==> config.mk <==
export PLATFORM = sky130hd
export DESIGN_NAME = rng_arbiter
export DESIGN_NICKNAME = d
export VERILOG_FILES = /design/src/rtl/rng_pkg.sv /design/src/rtl/rr_pick.sv /design/src/rtl/rng_arbiter.sv
export SDC_FILE = /design/constraint.sdc
export NUM_CORES = 1
export LEC_CHECK = 0
export BUFFER_PORTS_ARGS = -buffer_cell sky130_fd_sc_hd__buf_2
export CAP_MARGIN = 0
export CELL_PAD_IN_SITES_DETAIL_PLACEMENT = 0
export CELL_PAD_IN_SITES_GLOBAL_PLACEMENT = 1
export CORE_ASPECT_RATIO = 1.5
export CORE_MARGIN = 1
export CORE_UTILIZATION = 45
export DETAILED_ROUTE_END_ITERATION = 12
export PLACE_DENSITY = 0.85
export SYNTH_ARGS = -nofsm -noshare
export SYNTH_HDL_FRONTEND = slang
export SYNTH_SLANG_ARGS = --single-unit
==> constraint.sdc <==
create_clock -name clk -period 7.52 [get_ports clk]
set_clock_uncertainty 0.15 [all_clocks]
set_input_delay 0.376 -clock clk [delete_from_list [all_inputs] [get_ports clk]]
set_output_delay 0.376 -clock clk [all_outputs]
set_load 0.005 [all_outputs]
==> src/rtl/rng_pkg.sv <==
// rng_pkg: shared constants, FSM state type and the xorshift32 step for rng_arbiter.
// Latency: n/a (package only; step() is purely combinational).
// Backpressure: n/a.
package rng_pkg;

  // Reset seed. It also replaces a zero seed write, because the all-zero state is a fixed point.
  localparam logic [31:0] DEFAULT_SEED = 32'h1a2b3c4d;

  // xorshift32 shift amounts: left, right, left.
  localparam int SH_A = 13;
  localparam int SH_B = 17;
  localparam int SH_C = 5;

  typedef enum logic [0:0] {
    WARMUP = 1'b0,
    RUN    = 1'b1
  } rng_state_e;

  // One full xorshift32 step. Each stage works on the previous stage's result.
  function automatic logic [31:0] step(input logic [31:0] x);
    logic [31:0] t;
    t = x ^ (x << SH_A);
    t = t ^ (t >> SH_B);
    t = t ^ (t << SH_C);
    return t;
  endfunction

endpackage

==> src/rtl/rr_pick.sv <==
// rr_pick: combinational round-robin picker, searching upward from ptr+1 and wrapping at N_REQ.
// Latency: 0 cycles (pure combinational).
// Backpressure: none; whoever uses the grant decides whether it is taken.
// Ports: req (candidate vector), ptr (last served index) -> grant (one-hot),
//        grant_idx (binary index of the grant), any_grant.
module rr_pick #(
  parameter int N_REQ = 4,
  parameter int PW    = 2
) (
  input  logic [N_REQ-1:0] req,
  input  logic [PW-1:0]    ptr,
  output logic [N_REQ-1:0] grant,
  output logic [PW-1:0]    grant_idx,
  output logic             any_grant
);

  always_comb begin
    int          s;
    logic [PW-1:0] sel;
    grant     = '0;
    grant_idx = '0;
    any_grant = 1'b0;
    s         = 0;
    sel       = '0;
    // Offset 1 comes first and offset N_REQ comes last, so the previous winner has the lowest priority.
    for (int off = 1; off <= N_REQ; off++) begin
      s = int'(ptr) + off;
      if (s >= N_REQ) s = s - N_REQ;
      sel = PW'(s);
      if (!any_grant && req[sel]) begin
        any_grant      = 1'b1;
        grant[sel]     = 1'b1;
        grant_idx      = sel;
      end
    end
  end

endmodule

==> src/rtl/rng_arbiter.sv <==
// rng_arbiter: one xorshift32 state shared round-robin among N_REQ requesters, with runtime reseed.
// Latency: req sampled at edge k -> rvalid/rdata at edge k+1; one grant per cycle at most.
// Backpressure: req is a held level; the requester served last cycle is masked; seed_we and warmup stall all grants.
// Ports: clk, reset (async, active-high), req[N_REQ] -> rvalid[N_REQ] (one-hot pulse), rdata[32];
//        seed_we/seed_data[32] reload the state; busy is high during warmup; draw_cnt[32] counts grants.
// Optional macro RNG_WARMUP_EN: after reset or a seed load, WARMUP_CNT steps are discarded while busy is high.
module rng_arbiter #(
  parameter int          N_REQ      = 4,
  parameter logic [31:0] SEED       = 32'h1a2b3c4d,
  parameter int          WARMUP_CNT = 16
) (
  input  logic             clk,
  input  logic             reset,
  input  logic [N_REQ-1:0] req,
  output logic [N_REQ-1:0] rvalid,
  output logic [31:0]      rdata,
  input  logic             seed_we,
  input  logic [31:0]      seed_data,
  output logic             busy,
  output logic [31:0]      draw_cnt
);
  import rng_pkg::*;

  localparam int PW = (N_REQ > 1) ? $clog2(N_REQ) : 1;

  logic [31:0]      x;
  logic [PW-1:0]    ptr;
  logic [N_REQ-1:0] eligible;
  logic [N_REQ-1:0] grant;
  logic [PW-1:0]    grant_idx;
  logic             any_grant;
  logic             in_run;
  logic [31:0]      seed_val;

  // rvalid is still high for the requester served last cycle. Masking it prevents a second grant
  // before that requester has had a chance to drop req.
  assign eligible = req & ~rvalid;
  assign seed_val = (seed_data == 32'd0) ? SEED : seed_data;

  rr_pick #(
    .N_REQ (N_REQ),
    .PW    (PW)
  ) u_pick (
    .req       (eligible),
    .ptr       (ptr),
    .grant     (grant),
    .grant_idx (grant_idx),
    .any_grant (any_grant)
  );

`ifdef RNG_WARMUP_EN
  localparam int WCW = (WARMUP_CNT > 0) ? $clog2(WARMUP_CNT + 1) : 1;

  rng_state_e     st;
  logic [WCW-1:0] warm_left;

  // Reset and every seed load restart the warmup with a full count.
  always_ff @(posedge clk or posedge reset) begin
    if (reset) begin
      st        <= (WARMUP_CNT == 0) ? RUN : WARMUP;
      warm_left <= WCW'(WARMUP_CNT);
    end else if (seed_we) begin
      st        <= (WARMUP_CNT == 0) ? RUN : WARMUP;
      warm_left <= WCW'(WARMUP_CNT);
    end else if (st == WARMUP) begin
      if (warm_left <= WCW'(1)) st <= RUN;
      warm_left <= warm_left - WCW'(1);
    end
  end

  assign in_run = (st == RUN);
  assign busy   = (st == WARMUP);
`else
  assign in_run = 1'b1;
  assign busy   = 1'b0;
`endif

  always_ff @(posedge clk or posedge reset) begin
    if (reset) begin
      x        <= SEED;
      rvalid   <= '0;
      rdata    <= '0;
      draw_cnt <= '0;
      ptr      <= PW'(N_REQ - 1);  // requester 0 is searched first after reset
    end else begin
      rvalid <= '0;
      if (seed_we) begin
        // A seed load takes priority over a grant in the same cycle. Pending requests wait until the next edge.
        x        <= seed_val;
        draw_cnt <= '0;
      end else if (!in_run) begin
        x <= step(x);            // warmup steps are discarded and are not counted
      end else if (any_grant) begin
        rvalid   <= grant;
        rdata    <= x;           // the requester gets the pre-step value
        x        <= step(x);
        ptr      <= grant_idx;
        draw_cnt <= draw_cnt + 32'd1;
      end
    end
  end

endmodule
==> results of run 1 <==
## registers in the layout, indices dropped and copies added, names as in the netlist
| name | cells |
|---|---|
| x | 32 |
| rdata | 32 |
| rvalid | 4 |
| ptr | 2 |
| draw_cnt | 32 |
## worst max-delay path: stages (launching register included)
cell      delay (ps)
dfstp_2          720
inv_1            210
ha_1             520
nor2_1            90
a211oi_1         420
a211oi_2         150
a32o_1           230
a221o_1          270
## cells by family after synthesis
family	count (synthesis)	synth area share, %
other	1	0.06647
adders and majority gates	9	1.996
AOI/OAI and AO/OA	91	10.49
buffers and inverters	43	3.349
xor gates and xnor gates	98	15.61
muxes	2	0.3770
and+or+nand+nor	285	22.49
DFF	102	45.62
## power by group through the flow
| stage | sequential (W) | combinational, W | clock, W |
|---|---|---|---|
| after floorplan | 0.000919 | 0.00121 | 0 |
| after global placement | 0.00100 | 0.00145 | 0 |
| after detailed placement | 0.00101 | 0.00146 | 0 |
| after CTS | 0.00100 | 0.00148 | 0.000461 |
| after global routing | 0.00103 | 0.00163 | 0.000480 |
| final | 0.00101 | 0.00148 | 0.000451 |
## placed cells by master (no fill, tap or decap), types with 8 or more instances in the layout
master / instances
xnor2_1: 55
nor4_1: 8
buf_2: 106
nor3_1: 8
nand2_1: 138
nand4_1: 14
a21oi_1: 39
clkbuf_16: 9
nor2_1: 85
nand3_1: 8
dfstp_2: 17
ha_1: 9
dfrtp_1: 85
xor2_1: 40
o21ai_0: 17
## layer usage
layer / vias up / track usage (%)
li1: 2259 / -
met1: 2289 / 30.69
met2: 147 / 38.62
met3: 26 / 3.673
met4: 0 / 8.907
met5: - / 0
## final timing paths
| path | slack, ps | end | from |
|---|---|---|---|
| worst max-delay path | 4640 | rvalid[3]$_DFF_PP0_ | ptr[1]$_DFFE_PP1P_ |
| worst max register to register | 4640 | rvalid[3]$_DFF_PP0_ | ptr[1]$_DFFE_PP1P_ |
| max in group asynchronous | 5570 | x[29]$_DFFE_PP0P_ | reset |
| worst min-delay path | 120 | x[9]$_DFFE_PP0P_ | seed_data[9] |
| worst min register to register | 320 | rdata[8]$_DFFE_PP0P_ | rdata[8]$_DFFE_PP0P_ |
| min in group asynchronous | 520 | draw_cnt[30]$_DFFE_PP0P_ | reset |
## stage by stage
step / util [%] / total power [W] / instance area, µm² / cells / setup slack [ps]
2_1_floorplan: - / 0.002129 / 5642 / 631 / 4347
3_3_place_gp: 51.55 / 0.002452 / 6226 / 856 / 4842
3_5_place_dp: 51.55 / 0.002475 / 6226 / 856 / 4707
4_1_cts: 53.98 / 0.002943 / 6520 / 873 / 4686
5_1_grt: 53.98 / 0.003141 / 6520 / 873 / 4519
6_report: 53.98 / 0.002938 / 6520 / 873 / 4644
## timing repair
item,in CTS,in global routing
hold buffers,1,0
hold endpoints to repair,17,0
endpoints found under the setup margin,0,0
## area by class of cell
cell class | instances | area, µm²
Clock inverter | 6 | 45.04
Tap cell | 153 | 191.4
Multi-Input combinational cell | 486 | 2879
Sequential cell | 102 | 2574
Clock buffer | 10 | 239.0
Inverter | 5 | 21.27
Timing Repair Buffer | 111 | 570.5
Fill cell | 1129 | 5558
==> results_dict.tcl, run 1 <==
set metrics [dict create \
    status "completed" \
    io_buffers 106 \
    wl_per_cell_um 16.91 \
    ys.warnings.count 0 \
    ant_nets 0 \
    drt-total-wl_um 14760 \
    area_growth_pct 15.57 \
    slew-limit-headroom_pct 13.48 \
    finalHoldViolCount 0 \
    synthArstFlopShare_pct 100.0 \
    core_area_mm2 0.01208 \
    grtUsageTotal_pct 23.40 \
    grt_pass1_wl_um 23670 \
    switching_share_pct 41.52 \
    synth_edf_count 0 \
    synthTopCellsByArea "dfrtp_1 (38%), nand2_1 (9.2%), xnor2_1 (8.5%), dfstp_2 (7.9%), xor2_1 (6.2%)" \
    nNetsFinal 763 \
    power_frac_comb_pct 50.4 \
    ys.flop_type "dfrtp_1" \
    syn_avg_cell_area_um2 8.941 \
    netlist.area_leader.share_pct 37.70 \
    worstSkewPairLatency_ps 350 \
    cap_viol_max_count 0 \
    postSynthNetCount 679 \
    row_count 49 \
    cts_tree "yes" \
    synth_largest_area_cell "dfrtp_1" \
    yosysMostFrequentCell "nand2_1" \
    synth-seq-area-share_pct 45.62 \
    fmax_ghz 0.3477 \
    worstPathRequired_ps 7600 \
    pwr_density_cell_mw_per_mm2 450.6 \
    synth_cell_types 54 \
    rsz0062_at_grt "false" \
    cts_made_buffers 9 \
    met3WireLength_um 694 \
    finalMaxSlewViolations 0 \
    h-tree-depth 3 \
    gp_congestion 0.8878 \
    grt_pass1_vias 4661 \
    p_clk_share_pct 15.3 \
    setup_viol 0 \
    ios 108 \
    grt_max_degree 74 \
    antenna_found_initial 0 \
    worst_pin_slew_ps 1289 \
    cellLeakagePower_nw 3.044 \
    r2r_cells 7 \
    worstSetupPathType "register to register" \
    start_util_pct 46.71 \
    synth_common_cells "nand2_1 (138), dfrtp_1 (85), nor2_1 (85), xnor2_1 (55), xor2_1 (40)" \
    startpoint_type "register" \
    overflow 0 \
    wl_met2_um 7210 \
    setup_tns_ps 0 \
    dr.pass1.iters 4 \
    critPathMaxFanout 17 \
    die-area_mm2 0.01300 \
    die_y_um 139.1 \
    netlist_instances 631 \
    clkSinkCount 102 \
    p_switching_w 0.001220 \
    dr.max_layer_used "met4" \
    p_seq_share_pct 34.2 \
    drt_iter0_markers 169 \
    cp.arrival_ps 2960 \
    timing.final.crit_share_pct 38.24 \
    cts_root_buffer "clkbuf_16" \
    synth_seq_cells 102 \
    hp-class "primary input to register" \
    crit_path_end_kind "register" \
    syn_area_mm2 0.005642 \
    path_clk_slew_ps 70 \
    drive_gt1_share_pct 22.22 \
    vias_per_cell 5.408 \
    cts_buffer_depth 2 \
    holdWs_ps 122.7 \
    antenna_cells 0 \
    vias 4721 \
    die_w_um 93.42 \
    post_cts_buffers 0 \
    hold_path_depth 3 \
    route.detailed.drc 0 \
    place_hpwl_um 10550 \
    post-route-min-period_ps 2876 \
    cts-resized-gates 0 \
    vdd_ir_drop_max_uv 176.5 \
    wl_met1_um 6490 \
    intPower_w 0.001718 \
]
Note: power is estimated with default switching activity, not from simulation.
==> run 2, diff against run 1 <==
- CORE_UTILIZATION: 45 -> 42
- PLACE_DENSITY: 0.85 -> 0.8
- clock period: 7.52 -> 2.9 ns (I/O delays scaled with it)
==> run 2 against run 1 <==
- cell count grew 5.3%
- global-route usage is 0.95 points lower
- first-iteration DRC count grew 33%
- via count rose by 2.9%
- worst hold slack worse by 8.6 ps
- fmax up 6.2%
- power rose to 2.6 times the previous value
- worst setup slack worse by 4500 ps
- critical path type unchanged
- die area grew 7.0%
- highest routed layer unchanged
==> results_dict.tcl, run 2 (same netlist as run 1, synthesis figures left out) <==
set metrics [dict create \
    cp.arrival_ps 2790 \
    vias_per_cell 5.287 \
    antenna_cells 0 \
    fillers 1238 \
    vdd_ir_drop_max_uv 413.4 \
    drt-total-wl_um 15310 \
    timing.final.crit_share_pct 93.39 \
    fmax_ghz 0.3692 \
    place_hpwl_um 10830 \
    worstSetupPathType "register to register" \
    path_buf_inv 1 \
    critPathTopFamily "compound AO/OA/AOI/OAI gates" \
    critPathMaxFanout 14 \
    die_w_um 96.63 \
    r2r_cells 7 \
    slowest_stage "dfstp_2" \
    worstSkewPairLatency_ps 350 \
    setup_viol 0 \
    pwr_density_cell_mw_per_mm2 1106 \
    gp_congestion 0.8650 \
    overflow 0 \
    r2r_end "rvalid[1]$_DFF_PP0_" \
    ios 108 \
    drt_iter0_markers 225 \
    wl_per_cell_um 16.66 \
    post-route-min-period_ps 2708 \
    cp.depth 7 \
    regToRegStartpoint "ptr[0]$_DFFE_PP1P_" \
    area_growth_pct 22.80 \
    ant_nets 0 \
    cts_buffer_depth 2 \
    cp-endpoint "rvalid[1]$_DFF_PP0_" \
    cap_viol_max_count 0 \
    grt_max_degree 64 \
    layout_commonest_cell "nand2_1" \
    cpMostUsedCell "a211oi_2" \
    reg_top3 "draw_cnt x32, rdata x32, x x32" \
    dr.pass1.iters 5 \
    antenna_found_initial 0 \
    layout_common_cells "nand2_1 (138), buf_2 (106), nor2_1 (85), dfrtp_1 (85), xnor2_1 (55)" \
    grt_pass1_wl_um 25010 \
    holdWs_ps 114.1 \
    route.detailed.drc 0 \
    core_area_mm2 0.01302 \
    h-tree-depth 3 \
    row_count 51 \
    drive_gt1_share_pct 22.24 \
    critPathMaxStageDelay_ps 710 \
    crit_path_end_kind "register" \
    clkSinkCount 102 \
    slew-limit-headroom_pct 56.57 \
    io_buffers 106 \
    worst_pin_slew_ps 651.5 \
    path_cells "inv_1 > ha_2 > nor2_1 > a211oi_2 > a211oi_2 > a32o_1 > a221o_1" \
    cts_root_buffer "clkbuf_16" \
    finalMaxSlewViolations 0 \
    cts_made_buffers 9 \
    startpoint_type "register" \
    cellLeakagePower_nw 3.215 \
    rsz0062_at_grt "false" \
    critPathLaunch "ptr[0]$_DFFE_PP1P_" \
    path_clk_slew_ps 70 \
    die_y_um 143.9 \
    start_util_pct 43.34 \
    post_cts_buffers 0 \
    grtUsageTotal_pct 22.45 \
    hp-class "primary input to asynchronous set/reset pin" \
    setup_tns_ps 0 \
    seqCellArea_mm2 0.002574 \
    multi_input_area_mm2 0.002887 \
    worstPathRequired_ps 2980 \
    status "completed" \
    nNetsFinal 803 \
    vias 4859 \
    cts_tree "yes" \
    r2r_slack_ps 190 \
    grt_pass1_vias 4892 \
    finalHoldViolCount 0 \
    die-area_mm2 0.01391 \
]
## run 2: worst min path at each step
stage	from	endpoint	slack [ps]	cells past startpoint
floorplan	seed_data[1]	x[1]$_DFFE_PP0P_	110	2
global route	reset	rvalid[2]$_DFF_PP0_	140	3
finish	reset	rvalid[0]$_DFF_PP0_	110	3
detailed placement	reset	rvalid[0]$_DFF_PP0_	-60	2
CTS	seed_we	x[16]$_DFFE_PP1P_	110	2
global placement	reset	rvalid[0]$_DFF_PP0_	-60	2
## run 2: routing by layer
| layer | global-route usage, % | up-vias | share of wire, % |
|---|---|---|---|
| li1 | - | 2350 | - |
| met1 | 27.89 | 2321 | 43 |
| met2 | 38.77 | 154 | 50 |
| met3 | 3.696 | 34 | 4.4 |
| met4 | 9.348 | 0 | 2.9 |
| met5 | 0 | - | 0 |
## run 2: worst reg2reg max path: stages, from the launching register on
cell      delay (ps)
dfstp_2          710
inv_1            210
ha_2             480
nor2_1            90
a211oi_2         310
a211oi_2         120
a32o_1           250
a221o_1          270
## run 2: where the power goes
| part | total [W] | internal [W] | switching [W] |
|---|---|---|---|
| Clock | 0.00117 | 0.000599 | 0.000575 |
| Combinational | 0.00388 | 0.00189 | 0.00199 |
| Sequential | 0.00260 | 0.00201 | 0.000590 |
| Total | 0.00766 | 0.00450 | 0.00316 |
## run 2: cell type report
cell class,instances,share of cell area [%]
clock buffers,10,3.305
clock inverters,6,0.7766
inverters,5,0.3251
multi-input cells,486,41.67
flip-flops and latches,102,37.15
well taps,159,2.872
repair buffers,151,13.91
## run 2: timing repair
item                                    in CTS  in global routing
resized for setup                            0                  2
hold buffers                                33                  0
endpoints found under the setup margin       0                  4
endpoints found under the hold margin      119                  0
## run 2: metrics by stage
| step | cell area [µm²] | std cells | total power, W | utilization (%) | setup WS, ps |
|---|---|---|---|---|---|
| 4_1_cts | 6920 | 919 | 0.007653 | 53.16 | 60.51 |
| 2_1_floorplan | 5645 | 631 | 0.005521 | - | 132.0 |
| 3_5_place_dp | 6307 | 870 | 0.006411 | 48.45 | 71.86 |
| 6_report | 6928 | 919 | 0.007659 | 53.22 | 191.7 |
| 5_1_grt | 6928 | 919 | 0.008246 | 53.22 | 87.08 |
| 3_3_place_gp | 6307 | 870 | 0.006347 | 48.45 | 233.3 |
==> run 3, diff against run 2 <==
- CELL_PAD_IN_SITES_DETAIL_PLACEMENT: 0 -> unset
- CELL_PAD_IN_SITES_GLOBAL_PLACEMENT: 1 -> unset
- CORE_UTILIZATION: 42 -> 55
- PLACE_DENSITY: 0.8 -> 0.78
- SYNTH_HIERARCHICAL: unset -> 1
==> run 3 against run 2 <==
- core utilization up 15 points
- register-to-register slack hardly changed
- global-route usage increased by 8.4 points
- synthesized cell count increased by 4.6%
- power rose by 14%
- routed wire length grew 14%
- sequential power grew 4%
- sequential share of layout area shrank 3.3 points
- count of clock-buffer cells in the layout shrank 1
- highest routed layer unchanged
==> results_dict.tcl, run 3 <==
set metrics [dict create \
    status "completed" \
    clkSinkCount 102 \
    synthArstFlopShare_pct 100.0 \
    worstPathRequired_ps 2990 \
    finalWorstSetupSlack_ps 198.6 \
    netlist.area_leader.share_pct 33.65 \
    path_buf_inv 2 \
    ios 108 \
    die-area_mm2 0.01193 \
    layout_common_cells "nand2_1 (128), buf_2 (106), dfrtp_1 (85)" \
    ys.flop_type "dfrtp_1" \
    reg_top3 "draw_cnt x32, rdata x32, x x32" \
    syn_avg_cell_area_um2 9.577 \
    p_clk_share_pct 14.6 \
    pwr_density_cell_mw_per_mm2 1146 \
    slew-limit-headroom_pct 51.36 \
    preCtsSetupSlack_ps 170.1 \
    gp_congestion 0.9268 \
    place_hpwl_um 12000 \
    setup_tns_ps 0 \
    antenna_cells 0 \
    antenna_found_initial 0 \
    die_y_um 133.3 \
    synthAdderAreaFrac_pct 1.781 \
    hp-class "primary input to register" \
    intPower_w 0.005305 \
    grt_max_degree 37 \
    area_growth_pct 20.33 \
    synth_top_family_by_area "simple AND/OR/NAND/NOR gates" \
    yosysMostFrequentCell "nand2_1" \
    worstSetupPathType "register to register" \
    drt-total-wl_um 17450 \
    cp.arrival_ps 2790 \
    p_total_w 0.008718 \
    synthMuxAreaShare_pct 3.682 \
    holdWs_ps 16.55 \
    vdd_ir_drop_max_uv 688.1 \
    path_clk_slew_ps 70 \
    cellLeakagePower_nw 3.720 \
    cts_made_buffers 9 \
    synthTopCellsByArea "dfrtp_1 (34%), nand2_1 (7.6%), xnor3_1 (7.1%), dfstp_2 (7.1%), xor2_1 (4.7%)" \
    cts_buffer_depth 2 \
    synth_common_cells "nand2_1 (128), dfrtp_1 (85), nor2_1 (53), clkbuf_1 (36), xor2_1 (34)" \
    dr.pass1.iters 5 \
    synth-seq-area-share_pct 40.72 \
    nNetsFinal 826 \
    postSynthNetCount 708 \
    rsz0062_at_grt "false" \
    synth_compound_area_share_pct 11.24 \
    core_area_mm2 0.01111 \
    h-tree-depth 3 \
    vias 5584 \
    synth_edf_count 0 \
    vias_per_cell 6.004 \
    power_frac_comb_pct 54.4 \
    synth-simple-area-share_pct 22.05 \
    critPathTopFamily "compound AO/OA/AOI/OAI gates" \
    cts_tree "yes" \
    ys.warnings.count 6 \
    die_w_um 89.53 \
    route.detailed.drc 0 \
    path_cells "inv_1 > ha_1 > inv_1 > a31oi_2 > o31ai_1 > a2111o_1 > and2_1" \
    switching_share_pct 39.15 \
    drt_iter0_markers 387 \
    cap_viol_max_count 0 \
    critPathMaxFanout 11 \
    worst_pin_slew_ps 728.8 \
    row_count 47 \
    crit_path_end_kind "register" \
    cts_root_buffer "clkbuf_16" \
    drive_gt1_share_pct 23.88 \
    grt_pass1_wl_um 27770 \
    fillers 835 \
    start_util_pct 56.87 \
    slowest_stage "dfstp_2" \
    ant_nets 0 \
    finalMaxSlewViolations 0 \
    cpMostUsedCell "inv_1" \
    p_switching_w 0.003414 \
    finalHoldViolCount 0 \
    post-route-min-period_ps 2701 \
    fmax_ghz 0.3702 \
    wl_per_cell_um 18.77 \
    overflow 0 \
    grt_pass1_vias 5524 \
    seqCellArea_mm2 0.002574 \
    layout_commonest_cell "nand2_1" \
    io_buffers 106 \
    synth_largest_area_cell "dfrtp_1" \
    syn_area_mm2 0.006321 \
    grtUsageTotal_pct 30.89 \
    multi_input_area_mm2 0.003496 \
    worstSkewPairLatency_ps 350 \
    critPathMaxStageDelay_ps 640 \
    p_seq_share_pct 31.0 \
    synth-xor-area-share_pct 16.35 \
    synth_cell_types 59 \
    setup_viol 0 \
    timing.final.crit_share_pct 93.15 \
    netlist_instances 660 \
    startpoint_type "register" \
    synth_seq_cells 102 \
]
-- run 3: routing by layer --
metal / share of wire, % / up-vias / wire length [µm] / global-route usage (%)
met1: 37 / 2707 / 6464 / 36.82
li1: - / 2538 / - / -
met2: 51 / 267 / 8868 / 51.40
met3: 6.3 / 72 / 1091 / 4.523
met4: 5.9 / 0 / 1029 / 19.14
met5: 0 / - / 0 / 0
-- run 3: cell type report --
cell class	instances	area share, %
multi-input cells	497	45.96
flip-flops and latches	102	33.84
repair buffers	156	13.13
clock buffers	9	2.961
well taps	147	2.418
clock inverters	7	1.053
inverters	12	0.6416
-- run 3: final timing paths --
path | start | to | slack, ps | cells after the start
min | seed_data[19] | x[19]$_DFFE_PP1P_ | 20 | 2
max | ptr[1]$_DFFE_PP1P_ | rvalid[3]$_DFF_PP0_ | 200 | 7
min in group asynchronous | reset | draw_cnt[20]$_DFFE_PP0P_ | 280 | 3
max reg2reg | ptr[1]$_DFFE_PP1P_ | rvalid[3]$_DFF_PP0_ | 200 | 7
min reg2reg | rdata[8]$_DFFE_PP0P_ | rdata[8]$_DFFE_PP0P_ | 320 | 2
max in group asynchronous | reset | x[13]$_DFFE_PP1P_ | 1560 | 4
-- run 3: worst register-to-register path, delay by kind of cell, from the launching register on --
| kind | cells | cell delay [ps] |
|---|---|---|
| AND/OR/NAND/NOR | 1 | 140 |
| adder cells (fa/ha/maj) | 1 | 530 |
| flip-flops | 1 | 640 |
| buffers and inverters | 2 | 390 |
| AO/OA/AOI/OAI | 3 | 760 |
-- run 3: repair_timing --
action / CTS / global route
endpoints found under the hold margin: 57 / 0
hold buffers: 32 / 0
setup buffers: 0 / 0
setup endpoints to repair: 0 / 4
resized for setup: 0 / 1
-- run 3: cell families (layout without fill, tap and decap cells) --
logic type               count (synthesis)  count (layout)
flip-flops                             102             102
XOR/XNOR                                78              78
multiplexers                            20              20
AND/OR/NAND/NOR                        286             286
AO/OA/AOI/OAI                          103             103
buffers and inverters                   61             184
adder cells (fa/ha/maj)                  9               9
other                                    1               1
-- run 3: stage by stage --
| step | area (µm²) | utilization [%] | cells |
|---|---|---|---|
| 5_1_grt | 7606 | 68.43 | 930 |
| 3_5_place_dp | 6974 | 62.75 | 882 |
| 6_report | 7606 | 68.43 | 930 |
| 4_1_cts | 7600 | 68.38 | 930 |
| 2_1_floorplan | 6325 | - | 660 |
| 3_3_place_gp | 6974 | 62.75 | 882 |
-- run 3: power groups by stage --
stage	Clock (W)	Combinational, W	Sequential, W
2_1_floorplan	0	0.00381	0.00237
3_3_place_gp	0	0.00443	0.00267
3_5_place_dp	0	0.00459	0.00270
4_1_cts	0.00129	0.00469	0.00268
5_1_grt	0.00134	0.00511	0.00276
6_report	0.00127	0.00475	0.00270
